$ cat config.mk
export PLATFORM = sky130hd
export DESIGN_NAME = vpi_word_fifo
export DESIGN_NICKNAME = d
export VERILOG_FILES = /design/src/rtl/vpi_word_fifo_pkg.sv /design/src/rtl/vpi_word_fifo_ram.sv /design/src/rtl/vpi_word_fifo.sv
export SDC_FILE = /design/constraint.sdc
export NUM_CORES = 1
export LEC_CHECK = 0
export ABC_CLOCK_PERIOD_IN_PS = 7250
export CAP_MARGIN = 0
export CORE_MARGIN = 2
export CORE_UTILIZATION = 60
export CTS_BUF_LIST = sky130_fd_sc_hd__clkbuf_8
export CTS_CLUSTER_DIAMETER = 30
export CTS_CLUSTER_SIZE = 20
export DETAILED_ROUTE_END_ITERATION = 8
export MAX_ROUTING_LAYER = met4
export PLACE_DENSITY = 0.79
export SLEW_MARGIN = 30
export SYNTH_ARGS = -nofsm -noshare
export SYNTH_HDL_FRONTEND = slang
export SYNTH_HIERARCHICAL = 1
export SYNTH_SLANG_ARGS = --single-unit
export TNS_END_PERCENT = 20
$ cat constraint.sdc
create_clock -name clk -period 7.25 [get_ports clk]
set_clock_uncertainty 0.2 [all_clocks]
set_input_delay 2.175 -clock clk [delete_from_list [all_inputs] [get_ports clk]]
set_output_delay 2.175 -clock clk [all_outputs]
set_load 0.01 [all_outputs]
$ cat src/rtl/vpi_word_fifo_pkg.sv
// Shared stream constants for the VPI word FIFO.
// The VPI C-side reader of level/drop_count/overflow uses the same values.
package vpi_word_fifo_pkg;

  localparam int VPI_DATA_W     = 32;
  localparam int VPI_FIFO_DEPTH = 16;
  localparam int VPI_FIFO_AW    = 4;
  localparam int VPI_CNT_W      = 16;

endpackage

$ cat src/rtl/vpi_word_fifo_ram.sv
// DEPTH x DATA_W word storage for the VPI FIFO.
// Synchronous write, asynchronous read for the FWFT head.
module vpi_word_ram
  import vpi_word_fifo_pkg::*;
#(
  parameter int DATA_W = VPI_DATA_W,
  parameter int DEPTH  = VPI_FIFO_DEPTH,
  parameter int AW     = VPI_FIFO_AW
) (
  input  logic              clk,
  input  logic              we,
  input  logic [AW-1:0]     waddr,
  input  logic [DATA_W-1:0] wdata,
  input  logic [AW-1:0]     raddr,
  output logic [DATA_W-1:0] rdata
);

  logic [DATA_W-1:0] mem [DEPTH];

  always_ff @(posedge clk) begin
    if (we) begin
      mem[waddr] <= wdata;
    end
  end

  assign rdata = mem[raddr];

endmodule

$ cat src/rtl/vpi_word_fifo.sv
// FWFT word FIFO behind the VPI data register.
// Tracks occupancy, high-water mark and saturating drop statistics.
module vpi_word_fifo
  import vpi_word_fifo_pkg::*;
#(
  parameter int DATA_W = VPI_DATA_W,
  parameter int DEPTH  = VPI_FIFO_DEPTH,
  parameter int AW     = VPI_FIFO_AW,
  parameter int CNT_W  = VPI_CNT_W
) (
  input  logic              clk,
  input  logic              reset,
  input  logic              flush,
  input  logic [DATA_W-1:0] in_data,
  input  logic              in_valid,
  output logic              in_ready,
  output logic [DATA_W-1:0] out_data,
  output logic              out_valid,
  input  logic              out_ready,
  output logic [AW:0]       level,
  output logic [AW:0]       high_water,
  output logic [CNT_W-1:0]  drop_count,
  output logic              overflow
);

  localparam logic [AW:0] FULL = (AW+1)'(DEPTH);

  logic [AW-1:0]     wr_ptr_q, wr_ptr_d;
  logic [AW-1:0]     rd_ptr_q, rd_ptr_d;
  logic [AW:0]       level_q, level_d;
  logic [AW:0]       hw_q, hw_d;
  logic [CNT_W-1:0]  drop_q, drop_d;
  logic              ovf_q, ovf_d;
  logic              push, pop, drop, wen;
  logic [DATA_W-1:0] head;

  assign in_ready  = (level_q != FULL);
  assign out_valid = (level_q != '0);
  assign push      = in_valid & in_ready;
  assign pop       = out_valid & out_ready;
  assign drop      = in_valid & ~in_ready;
  assign wen       = push & ~flush;

  vpi_word_ram #(
    .DATA_W (DATA_W),
    .DEPTH  (DEPTH),
    .AW     (AW)
  ) u_ram (
    .clk   (clk),
    .we    (wen),
    .waddr (wr_ptr_q),
    .wdata (in_data),
    .raddr (rd_ptr_q),
    .rdata (head)
  );

  always_comb begin
    wr_ptr_d = wr_ptr_q;
    rd_ptr_d = rd_ptr_q;
    level_d  = level_q;
    drop_d   = drop_q;
    ovf_d    = ovf_q;
    if (flush) begin
      wr_ptr_d = '0;
      rd_ptr_d = '0;
      level_d  = '0;
    end else begin
      if (push) wr_ptr_d = wr_ptr_q + AW'(1);
      if (pop)  rd_ptr_d = rd_ptr_q + AW'(1);
      if (push && !pop)      level_d = level_q + 1'b1;
      else if (pop && !push) level_d = level_q - 1'b1;
      if (drop) begin
        ovf_d = 1'b1;
        if (drop_q != '1) drop_d = drop_q + 1'b1;
      end
    end
    hw_d = (level_d > hw_q) ? level_d : hw_q;
  end

  always_ff @(posedge clk) begin
    if (reset) begin
      wr_ptr_q <= '0;
      rd_ptr_q <= '0;
      level_q  <= '0;
      hw_q     <= '0;
      drop_q   <= '0;
      ovf_q    <= 1'b0;
    end else begin
      wr_ptr_q <= wr_ptr_d;
      rd_ptr_q <= rd_ptr_d;
      level_q  <= level_d;
      hw_q     <= hw_d;
      drop_q   <= drop_d;
      ovf_q    <= ovf_d;
    end
  end

  // Memory is never cleared, so mask the head while empty.
  assign out_data   = out_valid ? head : '0;
  assign level      = level_q;
  assign high_water = hw_q;
  assign drop_count = drop_q;
  assign overflow   = ovf_q;

endmodule

==> flow_metrics.tcl <==
set metrics [dict create \
    vias 10850 \
    routedWlPerCell_um 24.3 \
    status "finished clean" \
    cp.arrival_ns 3.67 \
    finalCritPeriodShare_pct 83.4 \
    grt_max_degree 59 \
    cts_tree "yes" \
    cts_made_buffers 95 \
    synthesis.instances 1054 \
    finalMaxSlewViolations 0 \
    ys.warnings.count 6 \
    hold_class "reg2reg" \
    dieArea_um2 37000 \
    layout.cells.non_filler 1754 \
    firstDrtPassIters 5 \
    cts_resized 0 \
    clk_latency_ns 0.63 \
    boundaryPins 98 \
    finalWirelength_um 42700 \
    yosys_register_bits 547 \
    synth.area.top_cells "edfxtp_1 (72%), mux4_2 (14%), dfxtp_1 (3.3%), a22oi_1 (2.3%), and2_1 (1.1%)" \
    setup-tns-final_ns 0 \
    yosysMostFrequentCell "edfxtp_1" \
    dp_cells 1577 \
    gp_congestion 0.843 \
    start_kind "flop" \
    grt_pass1_vias 11180 \
    synth_common_cells "edfxtp_1 (512), mux4_2 (128), a22oi_1 (64)" \
    port_buffers 97 \
    drive_above_1_share_pct 26.1 \
    post-cts-setup-buffer-count 0 \
    power.total_mw 6.63 \
    area_delta_synth_final_pct 18.3 \
    cp-end-kind "output pin" \
    diodes 0 \
    fillCellCount 1915 \
    overflow 0 \
    finalSetupViolCount 0 \
    multi_input_area_um2 5020 \
    relSlewSlack_pct 37.1 \
    rsz0062_at_grt "no" \
    max_freq_ghz 0.165 \
    power.density_nw_per_um2 263 \
    antenna_found_initial 1 \
    vdd_ir_drop_max_mv 0.154 \
    numClockSinks 547 \
    initial_core_util_pct 61.3 \
    reg2reg_depth 13 \
    drtAntennaViolNets 0 \
    ctsHoldBuffers 0 \
    worstPathRequired_ns 4.88 \
    ys_types 48 \
    cap_violations 0 \
    hold_depth 2 \
    yosysTopAreaCell "edfxtp_1" \
    nets 1269 \
    vias_per_cell 6.19 \
    synth_edf_count 512 \
    leakage_nw 7.92 \
    grt_pass1_wl_um 64500 \
    die_w_um 192 \
    drc 0 \
    core_um2 34700 \
    syn_area_um2 21300 \
    synth_nets 1101 \
    drtIter0Drc 848 \
    yosysSeqAreaShare_pct 75.5 \
    synth_top_area_share_pct 72.2 \
    place_hpwl_um 25200 \
    clk_path_buf_depth 3 \
    fin_hold_ws_ns 0.304 \
    period_needed_ns 6.05 \
    clk_pin_slew_ns 0.06 \
    async_flop_share_pct 0 \
    crit_type "reg2out" \
    tightest_slew_ns 0.941 \
    row_count 68 \
    die_y_um 192 \
    cp_max_fo 37 \
    grt_usage_pct 24.6 \
    syn_avg_cell_area_um2 20.2 \
    register_area_um2 16100 \
    hold_viol_final 0 \
    root_buffer "clkbuf_8" \
    ys_dominant_reg_cell "edfxtp_1" \
    htree_levels 3 \
]
-- area by class of cell --
type                            count  area share, %
Clock buffer                       97           5.30
Clock inverter                     77           2.68
Inverter                            9          0.134
Multi-Input combinational cell    441           19.9
Sequential cell                   547           63.9
Tap cell                          455           2.26
Timing Repair Buffer              128           5.83
-- final timing paths --
path	slack (ns)	startpoint	endpoint
setup / recovery	1.20	rd_ptr_q[0]	out_data[31]
hold / removal	0.30	overflow	overflow
setup reg to reg	2.97	level[0]	high_water[2]
hold reg to reg	0.30	overflow	overflow
-- sequential cells by signal, summed over array words and instances (netlist names) --
signal / cells
level: 5
u_ram/mem: 512
wr_ptr_q: 4
overflow: 1
drop_count: 16
rd_ptr_q: 4
high_water: 5
-- power breakdown --
group          switching [mW]  internal, mW  total, mW  leakage [nW]
registers              0.0125          3.47       3.48          4.90
clock network            1.28          1.61       2.90          1.05
logic                   0.139         0.120      0.259          1.98
-- metrics by stage --
| step | setup slack [ns] | area, um^2 | utilization (%) |
|---|---|---|---|
| 6_report | 1.20 | 25200 | 72.6 |
| 5_1_grt | 0.947 | 25200 | 72.6 |
| 4_1_cts | 1.14 | 25100 | 72.3 |
| 3_5_place_dp | 1.80 | 23100 | 66.5 |
| 3_3_place_gp | 1.87 | 22800 | 65.8 |
| 2_1_floorplan | 1.03 | 21300 | - |
-- cell families after synthesis --
group | count (synthesis) | share of synthesized area (%)
muxes | 134 | 13.8
DFF | 547 | 75.5
AOI/OAI and AO/OA | 92 | 3.22
xor gates and xnor gates | 22 | 0.941
adders and majority gates | 10 | 0.588
and+or+nand+nor | 183 | 4.36
buffers and inverters | 66 | 1.53
-- critical path: stages, from the launching register on --
cell	delay, ns
dfxtp_4	0.87
buf_4	0.43
mux4_2	0.54
a22oi_1	0.36
nand2_1	0.11
and2_1	0.21
clkdlybuf4s50_1	0.49
-- per-layer routing --
layer | routed length (um) | GRT usage, % | share of wire (%) | up-vias
li1 | - | - | - | 4691
met2 | 21700 | 39.6 | 51 | 442
met5 | 0 | - | 0 | -
met3 | 2960 | 4.58 | 6.9 | 67
met4 | 803 | 7.69 | 1.9 | 0
met1 | 17200 | 32.4 | 40 | 5650
-- placed cells by master (no fill, tap or decap), drive strengths merged, types with 31 or more instances in the layout --
cell type      netlist  routed
a22oi               64      64
and2                37      37
buf                 29      31
clkbuf              28      97
clkdlybuf4s50        0      97
clkinv               0      38
dfxtp               35      35
edfxtp             512     512
mux4               128     128
nand2               46      46
nor2                46      46
Note: power is estimated with default switching activity, not from simulation.
